## config.mk

```make
export PLATFORM = sky130hd
export DESIGN_NAME = sel_scan_ctrl
export DESIGN_NICKNAME = d
export VERILOG_FILES = /design/src/rtl/sel_scan_pkg.sv /design/src/rtl/sel_dwell_timer.sv /design/src/rtl/sel_scan_ctrl.sv
export SDC_FILE = /design/constraint.sdc
export NUM_CORES = 1
export LEC_CHECK = 0
export BUFFER_PORTS_ARGS = -buffer_cell sky130_fd_sc_hd__buf_2
export CAP_MARGIN = 20
export CORE_MARGIN = 10
export CORE_UTILIZATION = 57
export DETAILED_ROUTE_END_ITERATION = 7
export PLACE_DENSITY = 0.79
export SYNTH_ARGS = -nofsm -noshare
export SYNTH_HDL_FRONTEND = slang
export SYNTH_SLANG_ARGS = --single-unit
export TNS_END_PERCENT = 5
```

## constraint.sdc

```tcl
create_clock -name CLK -period 2 [get_ports CLK]
set_input_delay 0.2 -clock CLK [delete_from_list [all_inputs] [get_ports CLK]]
set_output_delay 0.2 -clock CLK [all_outputs]
set_load 0.02 [all_outputs]
```

## src/rtl/sel_scan_pkg.sv

```systemverilog
// Shared types and helpers for the SEL_4_1 channel-scan controller.
// The channel-pick functions are used by both the start and advance paths.
package sel_scan_pkg;

  localparam int NUM_CH = 4;
  localparam int SEL_W  = 2;

  typedef enum logic [1:0] {
    ST_IDLE   = 2'd0,
    ST_SETTLE = 2'd1,
    ST_SAMPLE = 2'd2,
    ST_DONE   = 2'd3
  } state_t;

  typedef struct packed {
    logic             found;
    logic [SEL_W-1:0] ch;
  } ch_pick_t;

  // Lowest enabled channel strictly above cur.
  function automatic ch_pick_t next_ch(input logic [NUM_CH-1:0] mask,
                                       input logic [SEL_W-1:0]  cur);
    ch_pick_t r;
    r = '0;
    for (int i = NUM_CH - 1; i >= 0; i--) begin
      if (i > int'(cur) && mask[i]) begin
        r.found = 1'b1;
        r.ch    = SEL_W'(i);
      end
    end
    return r;
  endfunction

  // Lowest enabled channel overall (channel 0 included).
  function automatic ch_pick_t first_ch(input logic [NUM_CH-1:0] mask);
    ch_pick_t r;
    r = next_ch(mask, '0);
    if (mask[0]) begin
      r.found = 1'b1;
      r.ch    = '0;
    end
    return r;
  endfunction

endpackage

```

## src/rtl/sel_dwell_timer.sv

```systemverilog
// Settle-time counter: load a value, count down to zero, flag zero.
// Holds at zero so a stray decrement cannot wrap.
module sel_dwell_timer #(
  parameter int CNT_W = 8
) (
  input  logic             clk,
  input  logic             rst,
  input  logic             load,
  input  logic             dec,
  input  logic [CNT_W-1:0] load_val,
  output logic             zero
);

  logic [CNT_W-1:0] cnt;

  always_ff @(posedge clk or posedge rst) begin
    if (rst)                    cnt <= '0;
    else if (load)              cnt <= load_val;
    else if (dec && cnt != '0)  cnt <= cnt - CNT_W'(1);
  end

  assign zero = (cnt == '0);

endmodule

```

## src/rtl/sel_scan_ctrl.sv

```systemverilog
// Sweeps the 4:1 selector through the enabled channels, settling DWELL cycles
// on each before sampling, and publishes each completed sweep with a VALID strobe.
module sel_scan_ctrl
  import sel_scan_pkg::*;
#(
  parameter int DWELL = 4,
  parameter int CNT_W = 8
) (
  input  logic              CLK,
  input  logic              RST,
  input  logic              START,
  input  logic              STOP,
  input  logic              CONT,
  input  logic [NUM_CH-1:0] CH_MASK,
  input  logic              MUX_IN,
  output logic [SEL_W-1:0]  SEL,
  output logic [NUM_CH-1:0] DATA,
  output logic              VALID,
  output logic              BUSY
);

  localparam logic [CNT_W-1:0] DWELL_LD = CNT_W'(DWELL - 1);

  state_t            state, state_n;
  logic [NUM_CH-1:0] mask_q, shadow, shadow_upd;
  logic [SEL_W-1:0]  sel_q;
  logic              tmr_load, tmr_dec, tmr_zero;
  logic              start_ok, relaunch, abort;
  ch_pick_t          nxt, first;

  assign nxt      = next_ch(mask_q, sel_q);
  assign first    = first_ch(CH_MASK);
  assign start_ok = START && !STOP && (CH_MASK != '0);
  assign relaunch = CONT && (CH_MASK != '0);
  assign abort    = STOP && (state != ST_IDLE);

  always_comb begin
    shadow_upd        = shadow;
    shadow_upd[sel_q] = MUX_IN;
  end

  // State register
  always_ff @(posedge CLK or posedge RST) begin
    if (RST) state <= ST_IDLE;
    else     state <= state_n;
  end

  // Next state; STOP outranks every other exit, including DONE entry
  always_comb begin
    state_n = state;
    if (abort) begin
      state_n = ST_IDLE;
    end else begin
      case (state)
        ST_IDLE:   if (start_ok) state_n = ST_SETTLE;
        ST_SETTLE: if (tmr_zero) state_n = ST_SAMPLE;
        ST_SAMPLE: state_n = nxt.found ? ST_SETTLE : ST_DONE;
        ST_DONE:   state_n = relaunch ? ST_SETTLE : ST_IDLE;
        default:   state_n = ST_IDLE;
      endcase
    end
  end

  // Outputs and timer controls
  always_comb begin
    BUSY     = (state != ST_IDLE);
    VALID    = (state == ST_DONE);
    tmr_dec  = (state == ST_SETTLE);
    tmr_load = (state_n == ST_SETTLE) && (state != ST_SETTLE);
  end

  sel_dwell_timer #(.CNT_W(CNT_W)) u_timer (
    .clk      (CLK),
    .rst      (RST),
    .load     (tmr_load),
    .dec      (tmr_dec),
    .load_val (DWELL_LD),
    .zero     (tmr_zero)
  );

  // Datapath: channel select, sweep mask, partial sample word, published word
  always_ff @(posedge CLK or posedge RST) begin
    if (RST) begin
      sel_q  <= '0;
      mask_q <= '0;
      shadow <= '0;
      DATA   <= '0;
    end else if (abort) begin
      sel_q <= '0;
    end else begin
      case (state)
        ST_IDLE: if (start_ok) begin
          mask_q <= CH_MASK;
          shadow <= '0;
          sel_q  <= first.ch;
        end
        ST_SAMPLE: begin
          shadow <= shadow_upd;
          if (nxt.found) sel_q <= nxt.ch;
          else           DATA  <= shadow_upd;
        end
        ST_DONE: if (relaunch) begin
          mask_q <= CH_MASK;
          shadow <= '0;
          sel_q  <= first.ch;
        end
        default: ;
      endcase
    end
  end

  assign SEL = sel_q;

endmodule
```

==> results.cfg <==
[drt]
ant_nets = 0
drt_first_iter_violations = 110
wl_mm = 3.06
first_pass_iters = 4
via_per_inst = 6.02
drc_errors = 0
wl_per_cell_um = 14.6
via_count = 1264

[setup_path]
rrSetupSlack_ns = 0.06
reg2reg_from = u_timer.cnt[2]
path_max_fanout = 7
crit_path_end_kind = flop
arrival_ns = 2.15
startpoint = u_timer.cnt[2]
reg2reg_to = u_timer.cnt[3]
cp-endpoint = u_timer.cnt[3]
r2r_cells = 5
required_ns = 2.21
path_class = flop to flop
critPathLaunchType = flop

[sta]
post-route-period-util_pct = 96.8
setup_viol = 0
worst_slew_pin_slew_ns = 0.482
clock_skew_ns = 0.00171
fin_ws_ns = 0.0635
grt_setup_unrepaired = yes
hold_violations = 0
slew_viol_final = 0
whs_ns = 0.211
fin_crit_ns = 1.94
max_freq_mhz = 516
slew_headroom_pct = 67.7

[pwr]
netSwitchingFraction_pct = 44.6
p_seq_share_pct = 36.8
power.density_nw_per_um2 = 1310
leakage_uw = 0.000745
ir_drop_mv = 0.750
internal-power_uw = 1180
clkPwrFrac_pct = 10.0
total_switching_power_uw = 949
pwr-share-comb_pct = 53.3

[logic_synthesis]
yosysUniqueCellTypes = 45
syn_inst = 157
yosys_warnings = 0
synth_fp_nets = 172
synth_seq_cells = 23
seq_area_frac_synth_pct = 39.9
syn_avg_cell_area_sq_um = 9.18
netlist_area_sq_um = 1440

[layout]
syn2layout_area_growth_pct = 12.7
nNetsFinal = 196
final_area_sq_um = 1620
drive_gt1_share_pct = 25.0
num_antenna_cells = 0
final_common_cell = dfrtp_1
final_cell_mix = dfrtp_1, nand2_1, buf_2
finish.utilization_pct = 66.2
fin_cells = 210

[global_routing]
grt.total_usage_pct = 12.7
grt_pass1_vias = 1241
overflow = 0
antenna_found_initial = 0
grt_max_degree = 24
grt_first_pass_wirelength_mm = 5.43

[hold_path]
hold_class = input pin to flop

[place]
place_hpwl_mm = 2.40
placed_cells = 205
place_ws_ns = 0.0908
postPlaceCellArea_sq_um = 1590
place.gp.congestion = 0.849
io_buffers = 17

[floorplan]
pin_count = 18
initial_utilization_pct = 58.7
die_w_um = 70.3
core_area_sq_um = 2450
rows = 18
dieArea_sq_um = 4940
die_h_um = 70.3

[clock_network]
worst_setup_hold_path_clk_slew_ns = 0.12
cts_tree = built
root_buffer = clkbuf_4
cts.htree.levels = 1
postCtsSetupRepairBufs = 0
clock_sinks = 23
cts_buffers = 3
clock_latency_ns = 0.31
cts.path.max_buffers = 2

[outcome]
outcome = completed

[job]
cap_viol_max_count = 0
[per-layer routing]
metal  vias up  share of wire (%)  track usage (%)
li1        610                  -                -
met1       606                 47             15.5
met2        42                 44             20.2
met3         6                6.8             3.53
met4         0                1.7             5.70
met5         -                  0                0
[worst max-delay path, cell delays in order, from the launching register on]
cell and delay [ns]:
dfrtp_1 0.45, or4_4 0.59, o41ai_4 0.42, nor4_1 0.12, xnor2_1 0.19, nor2_1 0.06
[cell type report]
class                      count  area [sq um]
multi-input combinational    116           797
inverter                      14          52.6
timing repair buffer          23           133
fill                         202           831
clock inverter                 1          5.00
clock buffer                   3          22.5
tap                           30          37.5
sequential                    23           577
[power by group through the flow]
stage	registers [uW]	clock network, uW	logic, uW
6_report	782	212	1130
5_1_grt	809	249	1260
4_1_cts	777	219	1130
3_5_place_dp	785	0	1130
3_3_place_gp	772	0	1090
2_1_floorplan	799	0	796
[worst min path at each step]
| stage | start | endpoint | slack [ns] | depth (start not counted) |
|---|---|---|---|---|
| floorplan | RST | DATA[0] | 0.20 | 1 |
| global placement | RST | u_timer.cnt[7] | 0.25 | 3 |
| detailed placement | RST | u_timer.cnt[6] | 0.26 | 3 |
| CTS | CH_MASK[2] | mask_q[2] | 0.20 | 2 |
| global route | CH_MASK[2] | mask_q[2] | 0.19 | 2 |
| finish | CH_MASK[2] | mask_q[2] | 0.21 | 2 |
[sequential cells by signal, indices dropped and copies added (netlist names)]
name         count
mask_q           3
u_timer.cnt      8
shadow           4
SEL              2
state            2
DATA             4
[repair_timing]
item | in CTS | in global routing
endpoints found under the setup margin | 0 | 9
hold buffers | 1 | 0
hold endpoints to repair | 23 | 0
resized for setup | 0 | 2
[through the flow]
stage,TNS (ns),total power (uW)
final,0,2130
after global routing,-0.0440,2320
after CTS,0,2130
after detailed placement,0,1910
after global placement,0,1860
after floorplan,0,1600
[synth_stat cells (all sizes together)]
| master | instances | share of area [%] |
|---|---|---|
| or3 | 1 | 0.52 |
| nand2 | 17 | 4.4 |
| nand2b | 3 | 1.3 |
| a21oi | 11 | 3.8 |
| a21bo | 1 | 0.69 |
| ha | 5 | 4.3 |
| o211ai | 1 | 0.52 |
| nand3 | 2 | 0.69 |
| nand3b | 1 | 0.52 |
| o31ai | 1 | 0.52 |
| clkbuf | 3 | 0.78 |
| or3b | 1 | 0.61 |
| mux2 | 8 | 6.3 |
| a31o | 1 | 0.61 |
| a211o | 1 | 0.61 |
| dfrtp | 23 | 40 |
| o22a | 1 | 0.61 |
| inv | 14 | 3.6 |
| nor2 | 13 | 3.4 |
| or4 | 4 | 2.4 |
| a311oi | 1 | 0.61 |
| buf | 1 | 0.35 |
| a22o | 2 | 1.2 |
| o22ai | 1 | 0.43 |
| nor2b | 2 | 0.87 |
| o21ba | 1 | 0.69 |
| a211oi | 3 | 1.6 |
| nor3 | 4 | 1.4 |
| nor4 | 2 | 1.9 |
| o21ai | 13 | 4.5 |
| xnor2 | 4 | 2.4 |
| or2 | 1 | 0.43 |
| o221a | 1 | 0.78 |
| a21o | 1 | 0.52 |
| xor2 | 1 | 0.61 |
| a221oi | 1 | 0.61 |
| o41ai | 2 | 2.5 |
| o21a | 1 | 0.52 |
| a32o | 1 | 0.69 |
| o21bai | 1 | 0.52 |
| nor4b | 1 | 0.61 |
[logic make-up after synthesis]
| family | after synthesis | share of synthesized area (%) |
|---|---|---|
| adders and majority gates | 5 | 4.34 |
| muxes | 8 | 6.25 |
| AOI/OAI and AO/OA | 46 | 22.6 |
| xor gates and xnor gates | 5 | 3.04 |
| DFF | 23 | 39.9 |
| buffers and inverters | 18 | 4.77 |
| and+or+nand+nor | 52 | 19.1 |
(Power assumes the default switching activity.)
